[config.mk]
export PLATFORM = sky130hd
export DESIGN_NAME = ysyx_22040125_lsu
export DESIGN_NICKNAME = d
export VERILOG_FILES = /design/src/rtl/ysyx_22040125_lsu_pkg.sv /design/src/rtl/ysyx_22040125_lsu_decode.sv /design/src/rtl/ysyx_22040125_lsu.sv
export SDC_FILE = /design/constraint.sdc
export NUM_CORES = 1
export LEC_CHECK = 0
export ABC_AREA = 1
export CAP_MARGIN = 10
export CORE_AREA = 2 2 149 151
export DETAILED_ROUTE_END_ITERATION = 8
export DIE_AREA = 0 0 151 153
export PLACE_DENSITY_LB_ADDON = 0.25
export SYNTH_ARGS = -nofsm -noshare
export SYNTH_HDL_FRONTEND = slang
export SYNTH_SLANG_ARGS = --single-unit
[constraint.sdc]
create_clock -name clk -period 2.8 [get_ports clk]
set_clock_uncertainty 0.1 [all_clocks]
set_input_delay 0.56 -clock clk [delete_from_list [all_inputs] [get_ports clk]]
set_output_delay 0.56 -clock clk [all_outputs]
set_load 0.03 [all_outputs]
[src/rtl/ysyx_22040125_lsu_pkg.sv]
// Shared types and constants for the load/store unit: FSM states, RV64I funct3 codes
// and the one-hot access-type encodings presented to the data RAM.
package ysyx_22040125_lsu_pkg;

  typedef enum logic [1:0] {StIdle, StIssue, StResp} lsu_state_e;

  localparam logic [2:0] Funct3Lb  = 3'b000;
  localparam logic [2:0] Funct3Lh  = 3'b001;
  localparam logic [2:0] Funct3Lw  = 3'b010;
  localparam logic [2:0] Funct3Ld  = 3'b011;
  localparam logic [2:0] Funct3Lbu = 3'b100;
  localparam logic [2:0] Funct3Lhu = 3'b101;
  localparam logic [2:0] Funct3Lwu = 3'b110;
  localparam logic [2:0] Funct3Bad = 3'b111;
  localparam logic [2:0] Funct3Sb  = 3'b000;
  localparam logic [2:0] Funct3Sh  = 3'b001;
  localparam logic [2:0] Funct3Sw  = 3'b010;
  localparam logic [2:0] Funct3Sd  = 3'b011;

  // Load type, bits [5:0] = lb, lbu, lh, lhu, lw, lwu; all-zero means ld.
  localparam logic [5:0] LBhwLb  = 6'b100000;
  localparam logic [5:0] LBhwLbu = 6'b010000;
  localparam logic [5:0] LBhwLh  = 6'b001000;
  localparam logic [5:0] LBhwLhu = 6'b000100;
  localparam logic [5:0] LBhwLw  = 6'b000010;
  localparam logic [5:0] LBhwLwu = 6'b000001;
  localparam logic [5:0] LBhwLd  = 6'b000000;

  // Store type, bits [2:0] = sb, sh, sw; all-zero means sd.
  localparam logic [2:0] SBhwdSb = 3'b100;
  localparam logic [2:0] SBhwdSh = 3'b010;
  localparam logic [2:0] SBhwdSw = 3'b001;
  localparam logic [2:0] SBhwdSd = 3'b000;

  localparam logic [31:0] RamBaseDefault = 32'h8000_0000;

endpackage

[src/rtl/ysyx_22040125_lsu_decode.sv]
// Combinational decode of a memory request into RAM access types and a fault flag
// (illegal funct3, load/store ambiguity, misalignment, address outside the RAM window).
module ysyx_22040125_lsu_decode
  import ysyx_22040125_lsu_pkg::*;
#(
  parameter logic [31:0] RamBase  = RamBaseDefault,
  parameter logic [31:0] RamBytes = 32'd1600000
) (
  input  logic [63:0] addr_i,
  input  logic [2:0]  funct3_i,
  input  logic        is_load_i,
  input  logic        is_store_i,
  output logic [5:0]  l_bhw_o,
  output logic [2:0]  s_bhwd_o,
  output logic        fault_o
);

  localparam logic [63:0] RamLo = {32'd0, RamBase};
  localparam logic [63:0] RamHi = RamLo + {32'd0, RamBytes} - 64'd1;

  logic misaligned;
  logic out_of_range;

  always_comb begin
    l_bhw_o  = LBhwLd;
    s_bhwd_o = SBhwdSd;
    if (is_load_i) begin
      case (funct3_i)
        Funct3Lb:  l_bhw_o = LBhwLb;
        Funct3Lbu: l_bhw_o = LBhwLbu;
        Funct3Lh:  l_bhw_o = LBhwLh;
        Funct3Lhu: l_bhw_o = LBhwLhu;
        Funct3Lw:  l_bhw_o = LBhwLw;
        Funct3Lwu: l_bhw_o = LBhwLwu;
        default:   l_bhw_o = LBhwLd;
      endcase
    end else if (is_store_i) begin
      case (funct3_i)
        Funct3Sb: s_bhwd_o = SBhwdSb;
        Funct3Sh: s_bhwd_o = SBhwdSh;
        Funct3Sw: s_bhwd_o = SBhwdSw;
        default:  s_bhwd_o = SBhwdSd;
      endcase
    end

    // funct3[1:0] gives the access size for both loads and stores.
    case (funct3_i[1:0])
      2'b01:   misaligned = addr_i[0];
      2'b10:   misaligned = |addr_i[1:0];
      2'b11:   misaligned = |addr_i[2:0];
      default: misaligned = 1'b0;
    endcase

    out_of_range = (addr_i < RamLo) || (addr_i > RamHi);

    fault_o = (funct3_i == Funct3Bad) || (is_store_i && funct3_i[2]) ||
              (is_load_i == is_store_i) || misaligned || out_of_range;
  end

endmodule

[src/rtl/ysyx_22040125_lsu.sv]
// Load/store unit: accepts one memory op from EX, strobes the data RAM for one cycle,
// then holds the response toward WB until it is taken. Faulting ops skip the RAM.
module ysyx_22040125_lsu
  import ysyx_22040125_lsu_pkg::*;
#(
  parameter logic [31:0] RAM_BASE  = RamBaseDefault,
  parameter logic [31:0] RAM_BYTES = 32'd1600000
) (
  input  logic        clk,
  input  logic        rst_n,
  input  logic        ex_valid,
  output logic        ex_ready,
  input  logic [63:0] ex_addr,
  input  logic [63:0] ex_wdata,
  input  logic [2:0]  ex_funct3,
  input  logic        ex_is_load,
  input  logic        ex_is_store,
  input  logic [4:0]  ex_rd,
  output logic [31:0] ram_addr,
  output logic [63:0] wdata,
  output logic [5:0]  l_bhw,
  output logic [2:0]  s_bhwd,
  output logic        data_wen,
  output logic        data_ren,
  input  logic [63:0] rdata,
  output logic        wb_valid,
  input  logic        wb_ready,
  output logic [63:0] wb_data,
  output logic [4:0]  wb_rd,
  output logic        wb_fault
);

  lsu_state_e  state_q, state_d;
  logic [31:0] ram_addr_q, ram_addr_d;
  logic [63:0] wdata_q, wdata_d;
  logic [5:0]  l_bhw_q, l_bhw_d;
  logic [2:0]  s_bhwd_q, s_bhwd_d;
  logic [4:0]  rd_q, rd_d;
  logic        is_load_q, is_load_d;
  logic        fault_q, fault_d;

  logic [5:0]  dec_l_bhw;
  logic [2:0]  dec_s_bhwd;
  logic        dec_fault;
  logic        accept;

  ysyx_22040125_lsu_decode #(
    .RamBase  (RAM_BASE),
    .RamBytes (RAM_BYTES)
  ) u_decode (
    .addr_i     (ex_addr),
    .funct3_i   (ex_funct3),
    .is_load_i  (ex_is_load),
    .is_store_i (ex_is_store),
    .l_bhw_o    (dec_l_bhw),
    .s_bhwd_o   (dec_s_bhwd),
    .fault_o    (dec_fault)
  );

  always_comb begin
    // Gated by rst_n so nothing is accepted until the first edge after reset release.
    ex_ready = rst_n && ((state_q == StIdle) || ((state_q == StResp) && wb_ready));
    accept   = ex_valid && ex_ready;

    state_d    = state_q;
    ram_addr_d = ram_addr_q;
    wdata_d    = wdata_q;
    l_bhw_d    = l_bhw_q;
    s_bhwd_d   = s_bhwd_q;
    rd_d       = rd_q;
    is_load_d  = is_load_q;
    fault_d    = fault_q;

    if (accept) begin
      ram_addr_d = ex_addr[31:0];
      wdata_d    = ex_wdata;
      l_bhw_d    = dec_l_bhw;
      s_bhwd_d   = dec_s_bhwd;
      rd_d       = ex_rd;
      is_load_d  = ex_is_load;
      fault_d    = dec_fault;
    end

    case (state_q)
      StIdle:  if (accept) state_d = dec_fault ? StResp : StIssue;
      StIssue: state_d = StResp;
      StResp: begin
        if (wb_ready) state_d = accept ? (dec_fault ? StResp : StIssue) : StIdle;
      end
      default: state_d = StIdle;
    endcase

    data_ren = (state_q == StIssue) && is_load_q;
    data_wen = (state_q == StIssue) && !is_load_q;
    wb_valid = (state_q == StResp);
    wb_data  = (wb_valid && is_load_q && !fault_q) ? rdata : 64'd0;
  end

  always_ff @(posedge clk or negedge rst_n) begin
    if (!rst_n) begin
      state_q    <= StIdle;
      ram_addr_q <= 32'd0;
      wdata_q    <= 64'd0;
      l_bhw_q    <= 6'd0;
      s_bhwd_q   <= 3'd0;
      rd_q       <= 5'd0;
      is_load_q  <= 1'b0;
      fault_q    <= 1'b0;
    end else begin
      state_q    <= state_d;
      ram_addr_q <= ram_addr_d;
      wdata_q    <= wdata_d;
      l_bhw_q    <= l_bhw_d;
      s_bhwd_q   <= s_bhwd_d;
      rd_q       <= rd_d;
      is_load_q  <= is_load_d;
      fault_q    <= fault_d;
    end
  end

  assign ram_addr = ram_addr_q;
  assign wdata    = wdata_q;
  assign l_bhw    = l_bhw_q;
  assign s_bhwd   = s_bhwd_q;
  assign wb_rd    = rd_q;
  assign wb_fault = fault_q;

endmodule
==> results <==
## state kept, by name, indices dropped and copies added (netlist names)
register,cells
l_bhw,6
wdata,64
state_q,2
ram_addr,32
s_bhwd,3
wb_rd,5
is_load_q,1
wb_fault,1
## power groups by stage
stage               sequential (W)  clock [W]  combinational [W]
floorplan                  0.00254          0           0.000444
global placement           0.00205          0            0.00195
detailed placement         0.00205          0            0.00196
CTS                        0.00203    0.00215            0.00197
global route               0.00207    0.00222            0.00207
finish                     0.00203    0.00209            0.00194
## cell families (layout without fill, tap and decap cells)
family | Yosys count | in the layout | synth area share, %
flops | 114 | 114 | 53.57
simple gates | 432 | 432 | 31.18
buf+inv | 120 | 511 | 11.61
compound gates | 28 | 28 | 3.642
## critical path, stage by stage (launching register included)
cell,delay [ns]
dfrtp_1,0.40
nor2_1,0.19
nand3_2,0.11
buf_12,0.21
nor2_1,0.33
buf_12,0.18
## synthesized netlist by cell type, drive strengths merged
cell,count,area share (%)
o41ai,1,0.31
nand3,8,0.85
inv,91,6.5
o21ai,23,2.9
a21oi,2,0.19
dfrtp,114,54
nor2,105,7.4
buf,28,5.1
clkbuf,1,0.094
nand2,317,23
nor3,1,0.094
o31ai,2,0.28
nand4,1,0.12
## path summary, 6_finish.rpt
path / start / to / slack (ns) / depth (start not counted)
setup / recovery: state_q[0]$_DFFE_PN0P_ / wb_data[40] / 0.31 / 5
hold / removal: rst_n / ram_addr[1]$_DFFE_PN0P_ / 0.17 / 2
setup reg to reg: state_q[0]$_DFFE_PN0P_ / l_bhw[2]$_DFFE_PN0P_ / 1.06 / 7
hold reg to reg: wdata[52]$_DFFE_PN0P_ / wdata[52]$_DFFE_PN0P_ / 0.37 / 2
max in group asynchronous: rst_n / wdata[47]$_DFFE_PN0P_ / 1.96 / 2
min in group clk: wdata[52]$_DFFE_PN0P_ / wdata[52]$_DFFE_PN0P_ / 0.37 / 2
## stage by stage
step	hold slack, ns	utilization [%]	cells	setup WS, ns
6_report	0.1696	46.24	1365	0.3059
5_1_grt	0.2089	46.24	1365	0.1576
4_1_cts	0.1980	46.24	1365	0.2188
3_5_place_dp	0.3637	43.61	1336	0.4212
3_3_place_gp	0.3616	43.61	1336	0.4710
2_1_floorplan	0.1644	-	694	0.2878
## layout make-up
| type | instances | area [sq um] | area share [%] |
|---|---|---|---|
| Timing Repair Buffer | 391 | 3969 | 39.94 |
| Sequential cell | 114 | 2853 | 28.71 |
| Multi-Input combinational cell | 460 | 1854 | 18.66 |
| Clock buffer | 19 | 452.9 | 4.559 |
| Tap cell | 280 | 350.3 | 3.526 |
| Inverter | 91 | 344.1 | 3.463 |
| Clock inverter | 10 | 112.6 | 1.133 |
## per-layer routing
metal  wire length, um  vias to the layer above  share of wire (%)
met4               784                        0                3.9
met3              1716                       40                8.5
met1              7497                     2512                 37
met2             10220                      233                 51
li1                  -                     2792                  -
met5                 0                        -                  0
==> metrics.md <==
| Metric | Value |
|---|---|
| Final net count | `approximately 1300` |
| Synthesis-stage register bit count | `114` |
| Switching Fraction | `between 30% and 40%` |
| Grt met2 use | `between 30% and 40%` |
| Crit Path Class | `flop to output port` |
| Placed instance area | `roughly 9400 sq um` |
| Outcome | `finished, final reports clean` |
| Internal power | `0.004098 W` |
| DRT Wirelength | `roughly 20000 um` |
| P per Cell Area | `a little over 600 nW/um^2` |
| Synth unique cells | `23` |
| Final GP Congestion | `between 0.7 and 0.8` |
| GRT overflow | `0` |
| Commonest cells after routing, fill and taps aside | `clkdlybuf4s50_1 (318), nand2_1 (312), dfrtp_1 (114), nor2_1 (104), inv_1 (88)` |
| Switching pwr | `~0.0020 W` |
| Post_cts resized | `0` |
| Layout cells sized above 1 | `a little under an eighth` |
| DRT iter0 DRCs | `254` |
| Initial antenna violation count | `0` |
| Achievable frequency | `~400 MHz` |
| Global Route Usage Sum | `17.12%` |
| Max_cap viols | `0` |
| Setup violators final | `0` |
| Sequential area share after synthesis | `a little over half` |
| Synth Instances | `approximately 690` |
| Layer carrying the most global-route usage | `met2` |
| Number of fill cells | `2175` |
| CTS Hold Buffers Added | `0` |
| CTS Buf Count | `17` |
| Relative slew slack | `55.50%` |
| Post-route cell area | `a little under 10000 sq um` |
| Cell Area, Synth | `between 5000 and 6000 sq um` |
| Slew @ Worst Pin | `around 0.67 ns` |
| Area Overhead vs Synth | `86.58%` |
| Wire per inst | `~15 um` |
| Crit end category | `output port` |
| Critical Path Fanout Max | `64` |
| Residual DRC | `0` |
| CTS Sinks | `between 100 and 150` |
| H-Tree Level Count | `4` |
| Crit path launch type | `flop` |
| Largest net degree at the start of global routing | `130` |
| Clk pwr share | `about a third` |
| Vias in the first global route | `around 5500` |
| Commonest non-fill, non-tap cell in the layout | `clkdlybuf4s50_1` |
| First-pass GRT wire length | `~30000 um` |
| GRT met1 Usage | `between 10% and 20%` |
| DIE AREA | `approximately 23000 sq um` |
| Hold WC Path Type | `input port to asynchronous set/reset pin` |
| Antenna Nets Post-Route | `0` |
| Syn Nets | `900` |
| Final Max Slew Viols | `0` |
| Setup Fix Bufs, Post-CTS | `0` |
| Die Span Y | `about 150 um` |
| Core area | `about 21000 sq um` |
| Ys Warns | `0` |
| CTS tree | `yes` |
| Max Buffers Root-to-Sink | `2` |
| RSZ-0062 raised after global routing | `no` |
| Logic gate share of total power | `approximately a third` |
| Worst Path Required | `2.14 ns` |
| Root buffer cell | `clkbuf_16` |
| Final HPWL DP | `between 15000 and 20000 um` |
| Vias/cell | `about 4` |
| Reg power frac | `33.5%` |
| Detailed-router iteration count before antenna repair | `6` |
| I/O pins | `around 390` |
| Final Cycle Share | `between 80% and 90%` |
| Row cnt | `54` |
| Die X | `approximately 150 um` |
| Max VDD drop | `366.9 uV` |
| Initial core utilization | `between 20% and 30%` |
| PortBufs | `384` |
| Critical Path AT | `between 1.5 and 2 ns` |
| Avg Cell Area, Syn | `about 7.7 sq um` |
| Reg clk slew, reported paths | `0.05 ns` |
| Fin crit period | `~2.5 ns` |
| Via count | `5577` |
| Setup TNS Final | `0 ns` |
| Met3 Use GR | `between 5 and 6%` |
| Total power | `0.006062 W` |
| Final hold viol count | `0` |
| Diodes inserted | `0` |
| Pleak | `4.981 nW` |
| Clk_lat worst skew | `0.39 ns` |
(Power assumes the default switching activity.)
